<file path="src/rtl/peripheral_div.sv">
// Memory-mapped multi-cycle unsigned restoring divider (one quotient bit per clock).
module peripheral_div #(
  parameter int unsigned WIDTH = 16
) (
  input  logic             clk,
  input  logic             resetn,
  input  logic [WIDTH-1:0] d_in,
  input  logic             cs,
  input  logic [4:0]       addr,
  input  logic             rd,
  input  logic             wr,
  output logic [31:0]      d_out
);

  localparam int unsigned CW = $clog2(WIDTH + 1);
  localparam logic [CW-1:0] LAST = CW'(WIDTH - 1);

  localparam logic [0:0] S_IDLE = 1'b0;
  localparam logic [0:0] S_BUSY = 1'b1;

  localparam logic [4:0] OFF_A      = 5'h00;
  localparam logic [4:0] OFF_B      = 5'h04;
  localparam logic [4:0] OFF_START  = 5'h08;
  localparam logic [4:0] OFF_STATUS = 5'h0C;
  localparam logic [4:0] OFF_Q      = 5'h10;
  localparam logic [4:0] OFF_R      = 5'h14;

  logic [0:0]       state, state_nx;
  logic [WIDTH-1:0] a_reg, b_reg, q_reg, r_reg;
  logic [WIDTH-1:0] wa, wb, wrem;
  logic [CW-1:0]    cnt;
  logic             done, dz;

  logic             busy_c, write_c, start_c, last_c, ge_c;
  logic [WIDTH:0]   rem_sh_c, rem_nx_c;
  logic [WIDTH-1:0] wa_nx_c;
  logic [31:0]      rdata_c;

  // Bus decode; writes are only honoured while idle
  always_comb begin
    busy_c  = (state == S_BUSY);
    write_c = cs && wr && !busy_c;
    start_c = write_c && (addr == OFF_START) && d_in[0];
    last_c  = busy_c && (cnt == LAST);
  end

  // One restoring step: shift in dividend MSB, trial-subtract, quotient bit enters wa LSB
  always_comb begin
    rem_sh_c = {wrem, wa[WIDTH-1]};
    ge_c     = (rem_sh_c >= {1'b0, wb});
    rem_nx_c = ge_c ? (rem_sh_c - {1'b0, wb}) : rem_sh_c;
    wa_nx_c  = {wa[WIDTH-2:0], ge_c};
  end

  // Read mux
  always_comb begin
    rdata_c = '0;
    case (addr)
      OFF_STATUS: rdata_c = {29'b0, dz, done, busy_c};
      OFF_Q:      rdata_c = 32'(q_reg);
      OFF_R:      rdata_c = 32'(r_reg);
      default:    rdata_c = '0;
    endcase
  end

  // Next-state logic
  always_comb begin
    state_nx = state;
    case (state)
      S_IDLE:  if (start_c) state_nx = S_BUSY;
      S_BUSY:  if (last_c)  state_nx = S_IDLE;
      default: state_nx = S_IDLE;
    endcase
  end

  // State register
  always_ff @(posedge clk or negedge resetn) begin
    if (!resetn) state <= S_IDLE;
    else         state <= state_nx;
  end

  // Operand registers, working registers, results and read data
  always_ff @(posedge clk or negedge resetn) begin
    if (!resetn) begin
      a_reg <= '0;
      b_reg <= '0;
      q_reg <= '0;
      r_reg <= '0;
      wa    <= '0;
      wb    <= '0;
      wrem  <= '0;
      cnt   <= '0;
      done  <= 1'b0;
      dz    <= 1'b0;
      d_out <= '0;
    end else begin
      if (write_c && addr == OFF_A) a_reg <= d_in;
      if (write_c && addr == OFF_B) b_reg <= d_in;
      if (start_c) begin
        wa   <= a_reg;
        wb   <= b_reg;
        wrem <= '0;
        cnt  <= '0;
        done <= 1'b0;
        dz   <= (b_reg == '0);
      end else if (busy_c) begin
        wa   <= wa_nx_c;
        wrem <= rem_nx_c[WIDTH-1:0];
        cnt  <= cnt + CW'(1);
        if (last_c) begin
          q_reg <= wa_nx_c;
          r_reg <= rem_nx_c[WIDTH-1:0];
          done  <= 1'b1;
        end
      end
      if (cs && rd) d_out <= rdata_c;
    end
  end

endmodule

</file>
<file path="config.mk">
export PLATFORM = sky130hd
export DESIGN_NAME = peripheral_div
export DESIGN_NICKNAME = d
export VERILOG_FILES = /design/src/rtl/peripheral_div.sv
export SDC_FILE = /design/constraint.sdc
export NUM_CORES = 1
export LEC_CHECK = 0
export BUFFER_PORTS_ARGS = -buffer_cell sky130_fd_sc_hd__buf_2
export CORE_ASPECT_RATIO = 1.25
export CORE_MARGIN = 2
export CORE_UTILIZATION = 39
export CTS_BUF_LIST = sky130_fd_sc_hd__clkbuf_4 sky130_fd_sc_hd__clkbuf_8 sky130_fd_sc_hd__clkbuf_16
export CTS_CLUSTER_DIAMETER = 120
export CTS_CLUSTER_SIZE = 24
export DETAILED_ROUTE_END_ITERATION = 6
export HOLD_SLACK_MARGIN = 0.03
export SYNTH_ARGS = -nofsm -noshare
export SYNTH_HDL_FRONTEND = slang
export SYNTH_SLANG_ARGS = --single-unit
</file>
<file path="constraint.sdc">
create_clock -name clk -period 3.7 [get_ports clk]
set_input_delay 0.185 -clock clk [delete_from_list [all_inputs] [get_ports clk]]
set_output_delay 0.185 -clock clk [all_outputs]
set_load 0.05 [all_outputs]
</file>
== After elaboration in Yosys (flattened, before gate mapping) ==
Index checks and enable logic that the tools add are counted.
Storage, ports and cells
  register bits after elaboration: 152
  bits of input ports: 26
  output and inout bits: 32
  word-level logic and storage cells: 52
Operators by class
  add/subtract/negate cells: 2
  $lt $le $gt $ge: 1
  equal/unequal tests: 6
  mux-type cells: 14
  bitwise gates (word level): 2
  reductions and logical operators: 15
Operator list (number)
  2-to-1 mux 16 bit: 5
  one-hot mux 16 bit (3 select lines): 1
  >= comparator 17 x 16 -> 1 bit: 1
  logical NOT 16 bit: 1
  subtractor 16 bit: 1
  equality test 5 x 4 -> 1 bit, second input constant: 3
  equality test 5 bit, second input constant: 2
  2-to-1 mux 5 bit: 2
  logical AND 1 bit: 8
  adder 5 x 1 -> 5 bit, second input constant: 1
  equality test 5 x 3 -> 1 bit, second input constant: 1
  logical NOT 5 bit: 1
  2-to-1 mux 1 bit: 5
  nonzero test 2 bit: 2
  AND reduction 3 bit: 1
  NOT 1 bit: 2
  one-hot mux 1 bit (2 select lines): 1
  AND reduction 2 bit: 1
  logical NOT 1 bit: 1

== Longest topological paths before layout ==
  word-level depth: 6
  gate-level depth with buffers: 10
  depth with buffers taken out: 10

== Worst setup path after synthesis ==
Ideal clock, no wire load.
  path kind: reg-to-reg
  from: register wrem[10]
  to: register r_reg[11]
  library setup time: 0.140 ns
  data arrival time: 2.238 ns
  data required time: 3.560 ns
  path slack: 1.322 ns
  stages on the path, launching flop included: 10
  path buffers: 2
  clock period less this slack: 2.378 ns
  path through: dfrtp_1 > ha_1 > buf_2 > nand4_1 > or4_1 > a21boi_4 > o21a_1 > buf_2 > a41oi_1 > o31ai_1
On the way
  word-level cells in the longest chain between the ends: 2
  elaborated cells on any way between the ends: 3
  classes of those cells: add/sub (1); order compare (1); mux (1)
Ends and longest elaborated chain
  start, declared: RTL line 30  | logic [WIDTH-1:0] wa, wb, wrem;
  start signal, assigned: RTL line 108  | wrem <= rem_nx_c[WIDTH-1:0];
  subtractor 16 bit or >= comparator 17 x 16 -> 1 bit (tied branches): RTL line 51, 50
  2-to-1 mux 16 bit *: RTL line 51  | rem_nx_c = ge_c ? (rem_sh_c - {1'b0, wb}) : rem_sh_c;
  end signal, assigned: RTL line 112  | r_reg <= rem_nx_c[WIDTH-1:0];
  end, declared: RTL line 29  | logic [WIDTH-1:0] a_reg, b_reg, q_reg, r_reg;
Mark *: on every way between the ends. The rest lies on a longest branch, timed or not.
A chain may end at the register's enable or synchronous reset.

== Worst setup path after layout ==
  from: register wrem[13]
  to: register r_reg[7]
On the way
  word-level cells in the longest chain between the ends: 2
Ends and longest elaborated chain
  >= comparator 17 x 16 -> 1 bit: RTL line 50  | ge_c = (rem_sh_c >= {1'b0, wb});
  2-to-1 mux 16 bit: RTL line 51
Every way passes these cells.

==> impl_metrics.toml <==
[yosys]
synth_area_per_cell_um2 = 9.83
ys_top_cells_by_area = "dfrtp_1, nand2_1, mux2_2"
syn_area_mm2 = 0.00688
yosys.area.top_type = "dfrtp_1"
synthArstFlopShare = 1.00
synth-edff-count = 0
syn_inst = 700
synth.distinct_cells = 61
yosysTopAreaCellShare = 0.495
ys_ff_latch = 136
synth-seq-area-share = 0.495
yosys_warnings = 0
synth_ff_type = "dfrtp_1"

[route]
drt-met1-wl_um = 7820
drc = 0
wl_met3_um = 957
wl_um = 17600
drtIter0Drc = 422
dr_wl_met2_um = 8080
post_drt_wl_per_cell_um = 18.0
viasPerCell = 5.53
ant_nets = 0
drt_first_pass_iters = 5
vias = 5399
dr.max_layer_used = "met4"

[cts]
cts_root_buffer = "clkbuf_16"
clk_pin_slew_worst_paths_ns = 0.06
numCtsBuffers = 17
cts_num_sinks = 136
cts_tree = "built"
cts.htree.levels = 4
cts.path.max_buffers = 2
clk-insertion-delay-late_ns = 0.42

[worst_setup_path]
worstPathRequired_ns = 4.01
arrival_ns = 3.33
cpMaxStageDelayCell = "o21a_1"
crit_fanout = 22
worstReg2RegStart = "wrem[13]"
r2r-end = "r_reg[7]"
critPathMaxStageDelay_ns = 0.73
path_buf_inv = 0
crit_chain = "ha_1, a21o_1, a211oi_1, o21a_1, a21oi_1, o31ai_1"
cp_top_family = "compound AO/OA/AOI/OAI gates"
rr_worst_depth = 6
worst_setup_path_start_kind = "flip-flop"
crit_path_end_kind = "flip-flop"
r2r_slack_ns = 0.68
crit_type = "reg -> reg"

[run_status]
status = "completed"

[grt]
antenna_found_initial = 0
grt_max_degree = 76
grt_use_total = 0.197
grt_pass1_vias = 5221
grt.overflow.total = 0
grt_pass1_wl_um = 28400

[place]
dp_hpwl_um = 12500
placed_area_mm2 = 0.00720
pre_cts_ws_ns = 0.713
io_buffers = 41
dp.cells = 932
gp_congestion = 0.876

[cells_and_area]
antenna_cells = 0
layout_common_cells = "nand2_1, dfrtp_1, buf_2, o21ai_0, o31ai_1"
stdcell_area_mm2 = 0.00796
final_nets = 785
drive_gt1_frac = 0.153
final_common_cell = "nand2_1"
final_util = 0.459
final_cells = 976
areaGrowthSynthToFinish_pct = 15.8
fillCellCount = 1618

[sta]
fin_crit_ns = 3.02
rsz0062_at_grt = "false"
tightest_slew_ns = 0.878
hold_viol = 0
tns_ns = 0
relSlewSlack = 0.413
min_period_over_period = 0.817
setup_viol = 0
final.setup.worst_slack_ns = 0.679
drv_slew = 0
whs_ns = 0.0369
fmax_mhz = 331
fin_worst_skew_ns = 0.00837

[worst_hold_path]
hp-start = "d_in[3]"
hold_path_class = "in -> reg"
hold_end = "a_reg[3]"
worstHoldPathCells = 2

[floorplanning]
num_io_pins = 58
die_w_um = 123
dieArea_mm2 = 0.0187
die_h_um = 152
start_util = 0.396
core_area_mm2 = 0.0174
rows = 54

[power_and_ir_drop]
p_leak_nw = 3.83
power.density_mw_per_mm2 = 725
ir_drop_v = 0.000467
power_mw = 5.77

[run]
maxCapViolCount = 0
how the worst max path moves through the flow:
stage,cells past startpoint,startpoint,end,slack [ns]
3_5_place_dp,6,wrem[13],r_reg[3],0.71
3_3_place_gp,7,wrem[10],wrem[0],0.83
6_report,6,wrem[13],r_reg[7],0.68
2_1_floorplan,9,wrem[10],r_reg[11],1.32
5_1_grt,6,wrem[13],r_reg[7],0.46
4_1_cts,6,wrem[13],r_reg[3],0.72
worst reg2reg max path, delay by kind of cell (launching register included):
kind / cells / cell delay [ns]
compound gates: 5 / 2.13
flops: 1 / 0.42
fa+ha+maj: 1 / 0.37
routing by layer:
metal	global-route usage	vias to the layer above
li1	-	2549
met4	0.106	0
met5	0	-
met1	0.268	2612
met3	0.0378	43
met2	0.297	195
layout make-up:
type | count | area, um^2 | area share
inverter | 22 | 82.6 | 0.0104
clock inverter | 14 | 210 | 0.0264
timing repair buffer | 64 | 417 | 0.0523
sequential | 136 | 3400 | 0.427
tap | 224 | 280 | 0.0352
clock buffer | 17 | 425 | 0.0534
multi-input combinational | 499 | 3150 | 0.395
where the power goes:
| group | internal [mW] | leakage, nW | switching (mW) | total (mW) |
|---|---|---|---|---|
| Clock | 1.15 | 0.306 | 0.704 | 1.85 |
| Combinational | 0.631 | 1.77 | 1.06 | 1.69 |
| Sequential | 1.87 | 1.75 | 0.359 | 2.23 |
logic make-up (layout without fill, tap and decap cells):
logic type | count (synthesis) | in the layout | share of synthesized area
flip-flops | 136 | 136 | 0.495
buffers and inverters | 80 | 117 | 0.0569
XOR/XNOR | 11 | 11 | 0.0140
multiplexers | 50 | 50 | 0.0786
AO/OA/AOI/OAI | 166 | 166 | 0.168
adder cells (fa/ha/maj) | 19 | 19 | 0.0357
other | 1 | 16 | 0.000545
AND/OR/NAND/NOR | 237 | 237 | 0.151
timing repair:
item	4_1_cts	5_1_grt
gates resized for setup	0	0
hold buffers	13	0
hold endpoints to repair	96	0
buffers inserted	0	0
Yosys cell counts, types with 2 or more instances:
cell,n
nand2_1,149
dfrtp_1,136
o21ai_0,31
clkbuf_1,30
o31ai_1,28
mux2_2,24
inv_1,22
nand3_1,22
nor2_1,22
a21oi_1,21
buf_4,20
ha_1,18
mux2i_1,18
a22oi_1,16
nand4_1,11
o21ai_1,11
o211ai_1,9
mux2_1,8
xnor2_1,8
nor3_1,7
a21o_1,6
a31oi_1,6
buf_2,6
and2_1,5
nor4_1,5
a211oi_1,4
a41oi_1,4
o21a_1,4
o221ai_1,4
nor2b_1,3
or3_1,3
xor2_1,3
a22o_1,2
and3_1,2
nand3b_1,2
o2111ai_1,2
o21bai_1,2
o31a_1,2
or4b_2,2
(Power assumes the default switching activity.)
